File: config.mk
export PLATFORM = sky130hd
export DESIGN_NAME = decoder_secded
export DESIGN_NICKNAME = d
export VERILOG_FILES = /design/src/rtl/decoder_secded.sv
export SDC_FILE = /design/constraint.sdc
export NUM_CORES = 1
export LEC_CHECK = 0
export BUFFER_PORTS_ARGS = -buffer_cell sky130_fd_sc_hd__clkbuf_2
export CORE_MARGIN = 2
export CORE_UTILIZATION = 50
export DETAILED_ROUTE_END_ITERATION = 7
export PLACE_DENSITY = 0.83
export SYNTH_ARGS = -nofsm -noshare
export SYNTH_HDL_FRONTEND = slang
export SYNTH_SLANG_ARGS = --single-unit
File: constraint.sdc
create_clock -name clk -period 1.9 [get_ports clk]
set_input_delay 0.38 -clock clk [delete_from_list [all_inputs] [get_ports clk]]
set_output_delay 0.38 -clock clk [all_outputs]
set_load 0.005 [all_outputs]
File: src/rtl/decoder_secded.sv
// decoder_secded: two-stage streaming SECDED decoder for 8/16/32-bit right-aligned Hamming codewords.
// Define DECODER_ERR_CNT_EN to build the corrected/uncorrectable word counters (corr_cnt, uncorr_cnt).
module decoder_secded #(
    parameter int AMBA_WORD = 32
) (
    input  logic                 clk,
    input  logic                 rst,
    input  logic                 in_valid,
    input  logic [1:0]           CODEWORD_WIDTH,
    input  logic [AMBA_WORD-1:0] DATA_IN,
    input  logic                 cnt_clr,
    output logic                 out_valid,
    output logic [AMBA_WORD-1:0] DATA_OUT,
    output logic [1:0]           NUM_OF_ERRORS,
    output logic [15:0]          corr_cnt,
    output logic [15:0]          uncorr_cnt
);
    localparam int         SD     = 4;
    localparam int         MD     = 11;
    localparam int         LD     = 26;
    localparam logic [1:0] MODE_S = 2'b00;
    localparam logic [1:0] MODE_M = 2'b01;

    // Small data-bit H columns as {C5,C6,C7,C8}; index 0 is the data LSB (codeword bit 4).
    function automatic logic [3:0] hcol_s(input int k);
        logic [3:0] c;
        case (k)
            0:       c = 4'b1011;
            1:       c = 4'b1101;
            2:       c = 4'b1110;
            default: c = 4'b0111;
        endcase
        return c;
    endfunction

    // Medium/Large data-bit H columns: the odd-weight (3 or 5) values in ascending order.
    // The first 11 entries all fit in 5 bits and form the Medium matrix.
    function automatic logic [5:0] hcol(input int k);
        logic [5:0] c;
        case (k)
            0:  c = 6'd7;   1:  c = 6'd11;  2:  c = 6'd13;  3:  c = 6'd14;
            4:  c = 6'd19;  5:  c = 6'd21;  6:  c = 6'd22;  7:  c = 6'd25;
            8:  c = 6'd26;  9:  c = 6'd28;  10: c = 6'd31;  11: c = 6'd35;
            12: c = 6'd37;  13: c = 6'd38;  14: c = 6'd41;  15: c = 6'd42;
            16: c = 6'd44;  17: c = 6'd47;  18: c = 6'd49;  19: c = 6'd50;
            20: c = 6'd52;  21: c = 6'd55;  22: c = 6'd56;  23: c = 6'd59;
            24: c = 6'd61;  25: c = 6'd62;
            default: c = 6'd0;
        endcase
        return c;
    endfunction

    logic [2:1]           vld_pipe;
    logic [AMBA_WORD-1:0] cw_q;
    logic [1:0]           mode_q;
    logic [5:0]           syn_s, syn_m, syn_l, syn_d, syn_q;

    // Syndrome starts from the received checks and folds in the recomputed ones.
    always_comb begin
        syn_s = {2'b00, DATA_IN[3:0]};
        syn_m = {1'b0, DATA_IN[4:0]};
        syn_l = DATA_IN[5:0];
        for (int k = 0; k < SD; k++)
            if (DATA_IN[4+k]) syn_s = syn_s ^ {2'b00, hcol_s(k)};
        for (int k = 0; k < MD; k++)
            if (DATA_IN[5+k]) syn_m = syn_m ^ hcol(k);
        for (int k = 0; k < LD; k++)
            if (DATA_IN[6+k]) syn_l = syn_l ^ hcol(k);
        case (CODEWORD_WIDTH)
            MODE_S:  syn_d = syn_s;
            MODE_M:  syn_d = syn_m;
            default: syn_d = syn_l;
        endcase
    end

    always_ff @(posedge clk or negedge rst) begin
        if (!rst) begin
            vld_pipe <= '0;
            cw_q     <= '0;
            mode_q   <= '0;
            syn_q    <= '0;
        end else begin
            vld_pipe <= {vld_pipe[1], in_valid};
            if (in_valid) begin
                cw_q   <= DATA_IN;
                mode_q <= CODEWORD_WIDTH;
                syn_q  <= syn_d;
            end
        end
    end

    logic [AMBA_WORD-1:0] data_raw, flip;
    logic [1:0]           nerr_d;
    logic                 chk_col;

    always_comb begin
        data_raw = '0;
        flip     = '0;
        case (mode_q)
            MODE_S: begin
                data_raw[SD-1:0] = cw_q[7:4];
                for (int k = 0; k < SD; k++)
                    if (syn_q == {2'b00, hcol_s(k)}) flip[k] = 1'b1;
            end
            MODE_M: begin
                data_raw[MD-1:0] = cw_q[15:5];
                for (int k = 0; k < MD; k++)
                    if (syn_q == hcol(k)) flip[k] = 1'b1;
            end
            default: begin
                data_raw[LD-1:0] = cw_q[31:6];
                for (int k = 0; k < LD; k++)
                    if (syn_q == hcol(k)) flip[k] = 1'b1;
            end
        endcase
        // Weight-1 syndrome: the error hit a check bit, so the data is already good.
        chk_col = ((syn_q & (syn_q - 6'd1)) == 6'd0);
        if (syn_q == 6'd0)
            nerr_d = 2'd0;
        else if (chk_col || (|flip))
            nerr_d = 2'd1;
        else
            nerr_d = 2'd2;
    end

    assign out_valid = vld_pipe[2];

    always_ff @(posedge clk or negedge rst) begin
        if (!rst) begin
            DATA_OUT      <= '0;
            NUM_OF_ERRORS <= '0;
        end else if (vld_pipe[1]) begin
            DATA_OUT      <= data_raw ^ flip;
            NUM_OF_ERRORS <= nerr_d;
        end
    end

`ifdef DECODER_ERR_CNT_EN
    logic inc_corr, inc_uncorr;
    assign inc_corr   = vld_pipe[1] && (nerr_d == 2'd1);
    assign inc_uncorr = vld_pipe[1] && (nerr_d == 2'd2);

    always_ff @(posedge clk or negedge rst) begin
        if (!rst) begin
            corr_cnt   <= '0;
            uncorr_cnt <= '0;
        end else if (cnt_clr) begin
            corr_cnt   <= '0;
            uncorr_cnt <= '0;
        end else begin
            if (inc_corr && corr_cnt != 16'hFFFF)
                corr_cnt <= corr_cnt + 16'd1;
            if (inc_uncorr && uncorr_cnt != 16'hFFFF)
                uncorr_cnt <= uncorr_cnt + 16'd1;
        end
    end
`else
    logic unused_cnt_clr;
    assign unused_cnt_clr = cnt_clr;
    assign corr_cnt       = '0;
    assign uncorr_cnt     = '0;
`endif

endmodule
==> flow_summary.ini, run 1 <==
[timing]
timing.fmax_ghz = 0.5432
slew_headroom_pct = 61.58
finalCriticalPeriod_ns = 1.841
fin_skew_ns = 0.007102
hold_viol = 0
max_slew.worst_pin.slew_ns = 0.5722
grt_setup_unrepaired = true
setup_viol = 0
drv_slew = 0
fin_crit_sh_pct = 96.88
fin_ws_ns = 0.05920
hold_slack_ns = 0.02463

[critical_path]
reg2reg_depth = 6
required_ns = 2.17
rr_endpoint = NUM_OF_ERRORS[1]
worstSetupPathType = reg2reg
worstSetupStartpoint = syn_q[5]
r2r_start = syn_q[5]
crit_path_max_fanout = 7
crit_top_cell = o21ai_0
cp-end-kind = flip-flop
crit_arrival_ns = 2.11
cp-start-kind = flip-flop
rrSetupSlack_ns = 0.06
slowest_delay_ns = 0.48
crit_end = NUM_OF_ERRORS[1]
path_cells = xor2_1 -> a221oi_2 -> o21ai_0 -> a211o_1 -> a311o_1 -> o21ai_0
slowest_stage = dfrtp_2

[floorplan]
core_area_um2 = 8721
die_width_um = 99.02
start_util_pct = 51.76
placementRows = 34
io-pin-count = 105
die_y_um = 99.02
die_area_um2 = 9805

[global_routing]
grt_usage_pct = 23.13
grt_pass1_wl_um = 17970
grt_antenna_before_repair = 0
grt_max_degree = 67
first_global_vias = 3593
overflow = 0

[synthesis]
async_flop_share_pct = 100.0
ys_types = 43
yosysMostFrequentCell = xnor2_1
ys_warn_count = 0
syn_area_per_cell_um2 = 9.729
synth_top_area_share_pct = 36.59
ys_top_cells_by_count = xnor2_1 (77), dfrtp_1 (66), mux2_2 (39)
yosysTopAreaCell = dfrtp_1
synth_flop_cell = dfrtp_1
syn-instance-count = 464
netlist_area_um2 = 4514
synth_edf_count = 0
ys_top_cells_by_area = dfrtp_1 (37%), xnor2_1 (15%), mux2_2 (9.7%), buf_4 (6.3%), xor2_1 (3.9%)
ys_ff_latch = 66
synth_seq_area_share_pct = 36.59

[worst_hold_path]
min_path_type = in2async

[cells_and_area]
syn_to_final_growth_pct = 19.54
drive_above_1_share_pct = 33.04
nNetsFinal = 599
instances_no_fill = 674
finalInstanceArea_um2 = 5396
antenna_cells = 0
utilization_pct = 61.88

[clock_network]
cts_root_buf = clkbuf_8
clk_pin_slew_worst_paths_ns = 0.07
cts-buffers-inserted = 9
holdBufCountCts = 0
cts-htree-levels = 3
clk_latency_ns = 0.35
clockBufferDepth = 2
cts_tree = done
cts.sinks = 66

[job]
drv_cap = 0

[pwr]
switching_share_pct = 35.32
internal-power_w = 0.003620
p_leak_nw = 2.427
seq_power_share_pct = 34.1
pwr-share-clk_pct = 23.9
p_per_area_nw_per_um2 = 1037
p_sw_w = 0.001977
power_frac_comb_pct = 41.9
vdd_drop_max_mv = 0.6837

[placement]
globalplace.congestion = 0.9013
dpl.hpwl_um = 8342
place_area_um2 = 5145
post-place-ws_ns = -0.2129
io_buffers = 65
placed_cells = 658

[drt]
wl_per_cell_um = 16.27
drt_wl_total_um = 10960
num_vias = 3591
detail_route.vias_per_cell = 5.328
final_antenna_net_count = 0
drcViolationCount = 0
dr.pass1.iters = 4
drt_iter0_markers = 166

[outcome]
status = finished clean
## power groups by stage
stage	Combinational (W)	Sequential, W	Clock, W
final	0.00235	0.00191	0.00134
after global routing	0.00256	0.00194	0.00141
after CTS	0.00233	0.00190	0.00136
after detailed placement	0.00230	0.00192	0
after global placement	0.00224	0.00190	0
after floorplan	0.00159	0.00179	0
## final cells by class
type | instances | area (µm²)
Timing Repair Buffer | 119 | 768.2
Sequential cell | 66 | 1653
Inverter | 5 | 18.77
Clock inverter | 6 | 88.84
Multi-Input combinational cell | 360 | 2595
Clock buffer | 10 | 137.6
Fill cell | 697 | 3324
Tap cell | 108 | 135.1
## repair_timing
action / CTS / global route
endpoints found under the setup margin: 1 / 12
buffers inserted: 0 / 0
gates resized for setup: 2 / 6
pin swaps: 2 / 1
## placed cells by master (no fill, tap or decap), types with 5 or more instances in the layout
cell | synthesis | routed
conb_1 | 1 | 38
xnor3_1 | 6 | 6
nor2_1 | 35 | 33
o21ai_0 | 9 | 8
a21oi_1 | 29 | 29
buf_4 | 38 | 51
a22oi_1 | 7 | 7
xnor2_1 | 77 | 77
nor2b_1 | 7 | 6
mux2i_1 | 6 | 6
clkbuf_8 | 0 | 10
mux2_2 | 39 | 39
a31oi_1 | 5 | 5
nand2_1 | 21 | 21
nand3_1 | 23 | 23
dfrtp_1 | 66 | 65
inv_1 | 5 | 5
nand4_1 | 9 | 9
xor2_1 | 20 | 20
clkbuf_2 | 0 | 65
## worst min path at each step
stage	from	endpoint	depth (start not counted)	slack (ns)
2_1_floorplan	rst	DATA_OUT[0]	0	0.08
3_3_place_gp	rst	cw_q[20]	2	0.42
3_5_place_dp	rst	vld_pipe[1]	2	0.43
4_1_cts	rst	cw_q[20]	2	0.06
5_1_grt	rst	cw_q[20]	2	0.07
6_report	rst	cw_q[21]	2	0.02
## registers in the layout (all words and copies together), names as in the netlist
signal	count
vld_pipe	2
NUM_OF_ERRORS	2
DATA_OUT	26
cw_q	28
syn_q	6
mode_q	2
## worst max-delay path: cells and delay by family, from the launching register on
kind                      cells  cell delay [ns]
AOI/OAI and AO/OA             5             1.06
xor gates and xnor gates      1             0.21
DFF                           1             0.48
## stage by stage
step                      power (W)  setup TNS [ns]
after global placement     0.004141         -0.1957
after detailed placement   0.004218         -0.6135
after floorplan            0.003384               0
after global routing       0.005914        -0.01931
after CTS                  0.005582               0
final                      0.005597               0
## routing by layer
metal / wire length (µm) / track usage [%]
met2: 5498 / 39.86
met5: 0 / 0
met4: 289 / 8.851
met1: 4487 / 28.54
met3: 688 / 4.681
## cells by family (layout without fill, tap and decap cells)
logic type / Yosys count / count (layout) / synth area share, %
AO/OA/AOI/OAI: 67 / 67 / 9.091
flip-flops: 66 / 66 / 36.59
XOR/XNOR: 105 / 105 / 22.70
multiplexers: 45 / 45 / 11.06
buffers and inverters: 75 / 140 / 9.534
other: 1 / 38 / 0.08307
AND/OR/NAND/NOR: 105 / 105 / 10.95
No activity file was read; power rests on OpenSTA's default activity.
==> inputs of run 2 (changes only) <==
RECOVER_POWER = 25   (was default)
==> run 2 against run 1 <==
  * Via count decreased by 0.11%
  * Sequential cell count unchanged
  * Sequential power about the same
  * Highest routed layer unchanged
  * Total power about the same
  * Setup slack got worse by 0.00097 ns
  * Worst hold slack improved by 0.27 ns
  * Register-to-register slack about the same
  * Routed wire length decreased by 0.17%
==> flow_summary.ini, run 2 (synthesized netlist as in run 1, its figures left out) <==
[critical_path]
cp-start-kind = flip-flop
r2r_start = syn_q[5]
crit_arrival_ns = 2.11
slowest_stage = dfrtp_2
cp-end-kind = flip-flop
worstSetupPathType = reg2reg
required_ns = 2.17
worstSetupStartpoint = syn_q[5]
crit_top_cell = o21ai_0
path_cells = xor2_1 -> a221oi_2 -> o21ai_0 -> a211o_1 -> a311o_1 -> o21ai_0
slowest_delay_ns = 0.48
crit_path_max_fanout = 7

[outcome]
status = finished clean

[cells_and_area]
multi_input_area_um2 = 2595
regMostFlops = cw_q
regArea_um2 = 1653
final_common_cell = xnor2_1
nNetsFinal = 599
largest_reg_flops = 28
mostFrequentLayoutCells = xnor2_1 (77), dfrtp_1 (65), clkbuf_2 (65)
finalInstanceArea_um2 = 5381
syn_to_final_growth_pct = 19.21
fillCellCount = 698
antenna_cells = 0
reg.largest.list = cw_q (28), DATA_OUT (26), syn_q (6)
drive_above_1_share_pct = 33.04

[clock_network]
cts-htree-levels = 3
clk_pin_slew_worst_paths_ns = 0.08
clk_latency_ns = 0.35
clockBufferDepth = 2
cts_tree = done
cts_root_buf = clkbuf_8
postCtsSetupBuffers = 0
cts-buffers-inserted = 9
cts.sinks = 66
holdBufCountCts = 0

[placement]
io_buffers = 65
globalplace.congestion = 0.9013
dpl.hpwl_um = 8342
place_area_um2 = 5145
post-place-ws_ns = -0.2129

[job]
drv_cap = 0

[floorplan]
placementRows = 34
io-pin-count = 105
start_util_pct = 51.76
die_y_um = 99.02
core_area_um2 = 8721
die_width_um = 99.02
die_area_um2 = 9805

[timing]
fin_ws_ns = 0.05823
fin_skew_ns = 0.006885
fin_crit_sh_pct = 96.94
slew_headroom_pct = 2.890
hold_viol = 0
setup_tns_ns = 0
grt_setup_unrepaired = true
max_slew.worst_pin.slew_ns = 1.457
timing.fmax_ghz = 0.5430
setup_viol = 0
drv_slew = 0
finalCriticalPeriod_ns = 1.842

[pwr]
vdd_drop_max_mv = 0.6769
p_per_area_nw_per_um2 = 1039
p_leak_nw = 2.421

[drt]
wl_per_cell_um = 16.24
detail_route.vias_per_cell = 5.322
drcViolationCount = 0
num_vias = 3587
dr.pass1.iters = 4
final_antenna_net_count = 0
drt_wl_total_um = 10940
drt_iter0_markers = 238

[global_routing]
grt_pass1_wl_um = 17970
overflow = 0
grt_max_degree = 67
first_global_vias = 3593
grt_antenna_before_repair = 0
grt_usage_pct = 23.13

[worst_hold_path]
min_path_type = in2reg
hold_path_startpoint = DATA_IN[24]
[run 2: layout make-up]
class                   count  share of cell area, %
clock buffers              10                  2.558
clock inverters             6                  1.651
inverters                   5                 0.3488
multi-input cells         360                  48.22
flip-flops and latches     66                  30.71
well taps                 108                  2.511
repair buffers            119                  14.00
[run 2: stage by stage]
stage	hold WS, ns	utilization [%]	instances	power, W
CTS	0.05800	61.66	674	0.005582
global route	0.2905	61.71	674	0.005910
detailed placement	0.4349	59.00	658	0.004218
floorplan	0.08441	-	501	0.003384
finish	0.2994	61.71	674	0.005592
global placement	0.4217	59.00	658	0.004141
[run 2: timing repair]
item,4_1_cts,5_1_grt
endpoints found under the setup margin,1,12
gates resized for setup,2,6
pin swaps,2,1
cloned,0,0
[run 2: report_power, final]
group | switching (W) | internal, W
Sequential | 0.000266 | 0.00164
Combinational | 0.00115 | 0.00120
Clock | 0.000558 | 0.000776
[run 2: worst paths after layout]
check / endpoint / slack, ns / cells past startpoint
max: NUM_OF_ERRORS[1] / 0.06 / 6
min: cw_q[24] / 0.30 / 2
max reg2reg: NUM_OF_ERRORS[1] / 0.06 / 6
min reg2reg: cw_q[18] / 0.51 / 1
max in group asynchronous: syn_q[5] / 0.46 / 2
min in group asynchronous: cw_q[20] / 0.48 / 2
[run 2: critical path: cells and delay by family, from the launching register on]
kind | cells | cell delay (ns)
compound gates | 5 | 1.07
xor+xnor | 1 | 0.21
flops | 1 | 0.48
[run 2: layer usage]
layer / vias up / GRT usage, % / wire length [µm]
met5: - / 0 / 0
met4: 0 / 8.851 / 248
met3: 25 / 4.681 / 696
met2: 136 / 39.86 / 5550
met1: 1732 / 28.54 / 4448
li1: 1694 / - / -
